$ cat src/rtl/serial_neg_pkg.sv
// serial_neg_pkg: shared types and helpers for the multi-lane bit-serial negator.
`default_nettype none

package serial_neg_pkg;

  typedef enum logic [0:0] {
    ST_IDLE = 1'b0,
    ST_RUN  = 1'b1
  } state_t;

  localparam logic MODE_PASS = 1'b0;
  localparam logic MODE_NEG  = 1'b1;

  // Bit-position counter width; never narrower than one bit.
  function automatic int cnt_width(input int w);
    return (w <= 2) ? 1 : $clog2(w);
  endfunction

endpackage

`default_nettype wire

$ cat src/rtl/serial_neg_lane.sv
// serial_neg_lane: one LSB-first two's-complement lane driven by shared frame strobes.
// Overflow tracking is compiled in when SERIAL_NEG_OVF_EN is defined.
`default_nettype none

module serial_neg_lane
  import serial_neg_pkg::*;
(
  input  logic clk,
  input  logic r,
  input  logic beat,
  input  logic first,
  input  logic b,
  input  logic neg,
  output logic y
`ifdef SERIAL_NEG_OVF_EN
  ,
  input  logic last,
  output logic ovf
`endif
);

  logic mode;
  logic seen;
  logic mode_eff;
  logic seen_eff;
  logic flip;

  // On the first bit the incoming mode applies immediately and history is cleared.
  assign mode_eff = first ? neg : mode;
  assign seen_eff = first ? 1'b0 : seen;
  assign flip     = (mode_eff == MODE_NEG) && seen_eff;

  always_ff @(posedge clk or posedge r) begin
    if (r) begin
      mode <= MODE_PASS;
      seen <= 1'b0;
      y    <= 1'b0;
    end else if (beat) begin
      mode <= mode_eff;
      seen <= seen_eff | b;
      y    <= b ^ flip;
    end
  end

`ifdef SERIAL_NEG_OVF_EN
  logic zero;
  logic zero_eff;

  // zero: every bit of the current word seen so far was 0.
  assign zero_eff = first ? 1'b1 : zero;

  always_ff @(posedge clk or posedge r) begin
    if (r) begin
      zero <= 1'b0;
      ovf  <= 1'b0;
    end else begin
      ovf <= last && (mode_eff == MODE_NEG) && b && zero_eff;
      if (beat) begin
        zero <= zero_eff & ~b;
      end
    end
  end
`endif

endmodule

`default_nettype wire

$ cat src/rtl/serial_negate_mc.sv
// serial_negate_mc: C-lane bit-serial pass/negate unit with shared word-frame controller.
// Define SERIAL_NEG_OVF_EN to add the per-lane ovf output.
`default_nettype none

module serial_negate_mc
  import serial_neg_pkg::*;
#(
  parameter int W = 8,
  parameter int C = 2
) (
  input  logic         clk,
  input  logic         r,
  input  logic         in_valid,
  input  logic         start,
  input  logic [C-1:0] i,
  input  logic [C-1:0] neg,
  output logic         out_valid,
  output logic         out_last,
  output logic [C-1:0] y,
  output logic         frame_err
`ifdef SERIAL_NEG_OVF_EN
  ,
  output logic [C-1:0] ovf
`endif
);

  localparam int            CW       = cnt_width(W);
  localparam logic [CW-1:0] CNT_LAST = CW'(W - 1);

  state_t        state;
  state_t        state_n;
  logic [CW-1:0] cnt;
  logic [CW-1:0] cnt_n;
  logic          beat;
  logic          first;
  logic          last;
  logic          early;

  always_comb begin
    state_n = state;
    cnt_n   = cnt;
    beat    = 1'b0;
    first   = 1'b0;
    last    = 1'b0;
    early   = 1'b0;
    case (state)
      ST_IDLE: begin
        if (in_valid && start) begin
          beat    = 1'b1;
          first   = 1'b1;
          state_n = ST_RUN;
          cnt_n   = CW'(1);
        end
      end
      ST_RUN: begin
        if (in_valid) begin
          beat = 1'b1;
          if (start) begin
            // Early start: abandon the current word and restart at bit 0.
            first = 1'b1;
            early = 1'b1;
            cnt_n = CW'(1);
          end else if (cnt == CNT_LAST) begin
            last    = 1'b1;
            state_n = ST_IDLE;
            cnt_n   = '0;
          end else begin
            cnt_n = cnt + CW'(1);
          end
        end
      end
      default: begin
        state_n = ST_IDLE;
        cnt_n   = '0;
      end
    endcase
  end

  always_ff @(posedge clk or posedge r) begin
    if (r) begin
      state     <= ST_IDLE;
      cnt       <= '0;
      out_valid <= 1'b0;
      out_last  <= 1'b0;
      frame_err <= 1'b0;
    end else begin
      state     <= state_n;
      cnt       <= cnt_n;
      out_valid <= beat;
      out_last  <= last;
      frame_err <= early;
    end
  end

  for (genvar k = 0; k < C; k++) begin : g_lane
    serial_neg_lane u_lane (
      .clk   (clk),
      .r     (r),
      .beat  (beat),
      .first (first),
      .b     (i[k]),
      .neg   (neg[k]),
      .y     (y[k])
`ifdef SERIAL_NEG_OVF_EN
      ,
      .last  (last),
      .ovf   (ovf[k])
`endif
    );
  end

endmodule

`default_nettype wire

$ cat config.mk
export PLATFORM = sky130hd
export DESIGN_NAME = serial_negate_mc
export DESIGN_NICKNAME = d
export VERILOG_FILES = /design/src/rtl/serial_neg_pkg.sv /design/src/rtl/serial_neg_lane.sv /design/src/rtl/serial_negate_mc.sv
export SDC_FILE = /design/constraint.sdc
export NUM_CORES = 1
export LEC_CHECK = 0
export BUFFER_PORTS_ARGS = -buffer_cell sky130_fd_sc_hd__buf_4
export CAP_MARGIN = 5
export CORE_MARGIN = 10
export CORE_UTILIZATION = 47
export CTS_BUF_LIST = sky130_fd_sc_hd__clkbuf_4 sky130_fd_sc_hd__clkbuf_8
export DETAILED_ROUTE_END_ITERATION = 6
export PLACE_DENSITY_LB_ADDON = 0.25
export REMOVE_ABC_BUFFERS = 1
export SLEW_MARGIN = 25
export SYNTH_ARGS = -nofsm -noshare
export SYNTH_HDL_FRONTEND = slang
export SYNTH_SLANG_ARGS = --single-unit
$ cat constraint.sdc
create_clock -name clk -period 3.6 [get_ports clk]
set_clock_uncertainty 0.15 [all_clocks]
set_input_delay 0.18 -clock clk [delete_from_list [all_inputs] [get_ports clk]]
set_output_delay 0.18 -clock clk [all_outputs]
set_load 0.02 [all_outputs]
==> metrics.txt, run 1 <==
RSZ-0062 raised after global routing false; layout cell share with drive strength beyond 1 32.4%; CTS tree built; FMAX 646 MHz; n_diodes 0; max_cap viols 0; worst-case clock buffer depth 2; Final WS setup 2050 ps; drt via density 5.06; # setup viols final 0; cell area after synthesis 623 um^2; Die H 56.4 um; fill count 116; peak supply drop 315 uV; Hold Vio Cnt, Final 0; slowest cell on the critical path dfrtp_1; largest net degree at the start of global routing 14; pre-CTS setup slack 2070 ps; total number of vias 435; R2R cell count 4; Iter 0 DRT Violations 3; Worst EP required 3640 ps; Worst Tran Pin Value 456 ps; global routing usage on met2 12.0%; pwr/cell area 453 mW/mm^2; Final Util 60.2%; Num CTS Buffers 3; wire length per cell 12.5 um; Slew Viols, Final 0; initial antenna violation count 0; GRT Total Usage 7.43%; status completed; die area 0.00318 mm^2; worst-path fanout max 4; DP Area 683 um^2; synth top area cells dfrtp_1 (52%), buf_6 (5.4%), a21o_1 (4.8%); hold depth 2; CTS H-tree lvls 1; DP HPWL 806 um; Leakage 0.381 nW; antenna-violating nets left 0; Clk Latency, worst-skew pair 270 ps; DIE WIDTH 56.4 um; Cell Rows 13; top cell type's share of synthesized area 52.2%; GR peak layer met2; Pre-antenna DRT Iters 2; Post-Syn Area per Cell 11.3 um^2; slowest stage delay, CP 400 ps; worst endpoint data arrival time 1590 ps; remaining global-route overflow 0; area grow syn2layout 22.5%; Root Driver clkbuf_4; Hold Crit Start start; Hold Crit Class input pin to flip-flop; Tmin final 1550 ps; Critical Path Start Type flip-flop; RR Startpoint cnt[0]$_DFFE_PP0P_; Final period util 43.0%; asr flop ratio synth 100%; nature of the critical path endpoint flip-flop; core area 0.00127 mm^2; Critical Path Most Common Cell ha_1; Synth Warn # 0; most frequent cells in the layout dfrtp_1 (13), buf_4 (12), inv_1 (6), dlygate4sd3_1 (5); Mapped Cells 55; most common cell after layout, fill and taps aside dfrtp_1; register bit total from synthesis 13; first-pass GRT wire length 1890 um; Clock Sinks 13; Clock Pin Slew Worst Setup and Hold Paths 70 ps; r2r endpoint cnt[1]$_DFFE_PP0P_; fin area 763 um^2; R2R Setup Slk 2050 ps; CP delay by family, top compound AO/OA/AOI/OAI gates; GPL Wtd Cong 0.772; Primary FF master, synth dfrtp_1; crit-path cells ha_1 -> ha_1 -> o32a_1 -> o22ai_2; met1 Usage GRT 7.40%; EDFF count, synth 0; kind of critical path flip-flop to flip-flop; max_slew headroom 69.5%; io pins 13; Bufs and invs on worst path 0; Initial Util 49.1%; Buffers on Ports 12; DR DRC count 0; post-CTS setup buffer count 0; setup TNS 0 ps; cell taking the most area after synthesis dfrtp_1; routed wire length 1070 um; Hold Path Sink cnt[1]$_DFFE_PP0P_; Final Power 0.346 mW; Final #Nets 82; Distinct cells, synth 22; vias in the first global route 446; met3 usage 5.39%; register area share after synthesis 52.2%
kinds of logic (layout without fill, tap and decap cells):
kind of cell,Yosys count,after routing,share of synthesized area [%]
compound gates,15,15,19.1
fa+ha+maj,2,2,4.02
buf+inv,11,27,11.4
flops,13,13,52.2
mux,2,2,3.61
simple gates,12,12,9.64
cell type report:
class / instances / area, um^2 / share of cell area, %
Sequential cell: 13 / 325 / 42.6
Inverter: 6 / 22.5 / 2.95
Multi-Input combinational cell: 31 / 226 / 29.7
Timing Repair Buffer: 17 / 140 / 18.4
Tap cell: 15 / 18.8 / 2.46
Clock buffer: 4 / 30.0 / 3.93
Yosys cell counts, types with 2 or more instances:
| library cell | number |
|---|---|
| dfrtp_1 | 13 |
| inv_1 | 6 |
| a21o_1 | 4 |
| buf_6 | 3 |
| nand2_1 | 3 |
| nor2_1 | 3 |
| a21boi_2 | 2 |
| a21oi_1 | 2 |
| a31oi_1 | 2 |
| buf_4 | 2 |
| ha_1 | 2 |
| mux2_2 | 2 |
| nand3_1 | 2 |
repair_timing:
| action | 4_1_cts | 5_1_grt |
|---|---|---|
| hold buffers | 5 | 0 |
| endpoints found under the hold margin | 17 | 0 |
| gates resized for setup | 0 | 0 |
per-stage QoR:
step	instances	hold slack [ps]
2_1_floorplan	50	-93.0
3_3_place_gp	77	83.2
3_5_place_dp	77	80.5
4_1_cts	86	11.7
5_1_grt	86	12.5
6_report	86	21.1
power breakdown:
group,total (mW),switching [mW],internal (mW)
clock,0.0925,0.0421,0.0504
combinational,0.0778,0.0378,0.0400
sequential,0.175,0.0109,0.164
registers in the layout, summed over array words and instances (netlist names):
| register | count |
|---|---|
| cnt | 3 |
| frame_err | 1 |
| g_lane.u_lane.mode | 2 |
| g_lane.u_lane.seen | 2 |
| g_lane.u_lane.y | 2 |
| out_last | 1 |
| out_valid | 1 |
| state | 1 |
metal layers:
metal  wire, um  up-vias
li1           -      215
met1        422      208
met2        554       10
met3         83        2
met4         11        0
met5          0        -
worst max path at each step:
stage          slack, ps          startpoint                  to  cells past startpoint
6_report            2050  cnt[0]$_DFFE_PP0P_  cnt[1]$_DFFE_PP0P_                      4
5_1_grt             1990  cnt[0]$_DFFE_PP0P_  cnt[1]$_DFFE_PP0P_                      4
4_1_cts             2050  cnt[0]$_DFFE_PP0P_  cnt[1]$_DFFE_PP0P_                      4
3_5_place_dp        2070  cnt[0]$_DFFE_PP0P_  cnt[1]$_DFFE_PP0P_                      4
3_3_place_gp        2130  cnt[0]$_DFFE_PP0P_  cnt[1]$_DFFE_PP0P_                      4
2_1_floorplan       2160  cnt[0]$_DFFE_PP0P_  cnt[1]$_DFFE_PP0P_                      4
Power figures use the tool's default switching activity.
==> run 2, diff against run 1 <==
Clock period 3.6 ns to 1.3 ns, I/O delays scaled along.
==> metrics.txt, run 2 (synthesized netlist as in run 1, its figures left out) <==
status finished with violations; failing checks setup timing; kind of critical path flip-flop to flip-flop; Critical Path Start Type flip-flop; worst endpoint data arrival time 1410 ps; nature of the critical path endpoint flip-flop; Worst EP required 1360 ps; area grow syn2layout 32.9%; Bufs and invs on worst path 1; DIE WIDTH 56.4 um; peak supply drop 900 uV; Initial Util 49.1%; routed wire length 1180 um; FMAX 740 MHz; Pre-antenna DRT Iters 4; CTS tree built; dpl cells 78; most frequent cells in the layout buf_4 (14), dfrtp_1 (13), dlygate4sd3_1 (7), inv_1 (5); vias in the first global route 455; core area 0.00127 mm^2; io pins 13; fin cells 90; Root Driver clkbuf_4; worst-path fanout max 2; Clock Sinks 13; Leakage 0.398 nW; worst-case clock buffer depth 2; Comb power frac 24.8%; n_diodes 0; Largest register FFs 3; Cell Rows 13; cell-internal power 0.734 mW; crit-path cells ha_4 -> inv_2 -> o32a_1 -> o22ai_2; slowest cell on the critical path dfrtp_1; Reg with most FFs cnt; first-pass GRT wire length 2040 um; GPL Wtd Cong 0.792; RSZ-0062 raised after global routing true; Final period util 104%; max_slew headroom 67.7%; CTS H-tree lvls 1; total number of vias 453; Switching Share 28.1%; Clk Latency, worst-skew pair 280 ps; Final WS setup -50.8 ps; layout cell share with drive strength beyond 1 38.7%; Final Power 1.02 mW; largest net degree at the start of global routing 14; Num CTS Buffers 3; slowest stage delay, CP 420 ps; drt via density 5.03; Setup crit start cnt[1]$_DFFE_PP0P_; Seq pwr share 48.2%; Sw Pwr 0.287 mW; antenna-violating nets left 0; remaining global-route overflow 0; initial antenna violation count 0; DR DRC count 0; Buffers on Ports 12; Clock Pin Slew Worst Setup and Hold Paths 90 ps; most common cell after layout, fill and taps aside buf_4; wire length per cell 13.1 um; # setup viols final 1; Die H 56.4 um; Final #Nets 86; Hold Vio Cnt, Final 0; Slew Viols, Final 0; Worst Tran Pin Value 484 ps; max_cap viols 0; die area 0.00318 mm^2; Tmin final 1350 ps; RR Startpoint cnt[1]$_DFFE_PP0P_; CP delay by family, top flip-flops; Clk pwr share 27.0%; DP HPWL 777 um; pwr/cell area 1230 mW/mm^2; Iter 0 DRT Violations 5; GRT Total Usage 8.15%; Hold Crit Class input pin to async pin
-- run 2: path summary, 6_finish.rpt --
kind	endpoint	slack (ps)	cells after the start
worst max-delay path	cnt[1]$_DFFE_PP0P_	-50	4
worst min register to register	g_lane[0].u_lane.mode$_DFFE_PP0P_	400	1
min in group clk	g_lane[1].u_lane.seen$_DFFE_PP0P_	390	3
worst max register to register	cnt[1]$_DFFE_PP0P_	-50	4
worst min-delay path	cnt[2]$_DFFE_PP0P_	200	3
max in group asynchronous	g_lane[0].u_lane.mode$_DFFE_PP0P_	460	3
-- run 2: layout make-up --
cell class | count | area, um^2
Clock buffer | 4 | 30.0
Fill cell | 96 | 440
Inverter | 6 | 22.5
Multi-Input combinational cell | 31 | 256
Sequential cell | 13 | 325
Tap cell | 15 | 18.8
Timing Repair Buffer | 21 | 175
-- run 2: worst reg2reg max path, delay by kind of cell, from the launching register on --
family / cells / cell delay, ps
flip-flops: 1 / 420
AO/OA/AOI/OAI: 2 / 410
adder cells (fa/ha/maj): 1 / 280
buffers and inverters: 1 / 20
-- run 2: power by group through the flow --
| stage | sequential [mW] | clock, mW | combinational (mW) |
|---|---|---|---|
| 2_1_floorplan | 0.504 | 0 | 0.115 |
| 5_1_grt | 0.499 | 0.294 | 0.283 |
| 4_1_cts | 0.492 | 0.278 | 0.247 |
| 3_3_place_gp | 0.489 | 0 | 0.207 |
| 3_5_place_dp | 0.491 | 0 | 0.209 |
| 6_report | 0.492 | 0.276 | 0.253 |
-- run 2: routing by layer --
metal	track usage [%]	wire length (um)
met5	0	0
met4	6.19	31
met3	3.15	57
met2	12.0	547
met1	9.17	540
-- run 2: stage by stage --
step | cell area [um^2] | setup TNS (ps) | utilization [%] | setup slack, ps | hold slack, ps
floorplan | 574 | -144 | - | -144 | -208
global placement | 691 | -168 | 54.4 | -159 | -27.2
detailed placement | 691 | -203 | 54.4 | -182 | -19.3
CTS | 816 | -52.2 | 64.3 | -52.2 | 229
global route | 828 | -153 | 65.3 | -109 | 286
finish | 828 | -50.8 | 65.3 | -50.8 | 204
-- run 2: repair_timing --
item	in CTS	in global routing
endpoints found under the setup margin	2	3
buffers inserted	0	1
hold endpoints to repair	23	0
gates resized for setup	5	2
hold buffers	7	0
pin swaps	2	3
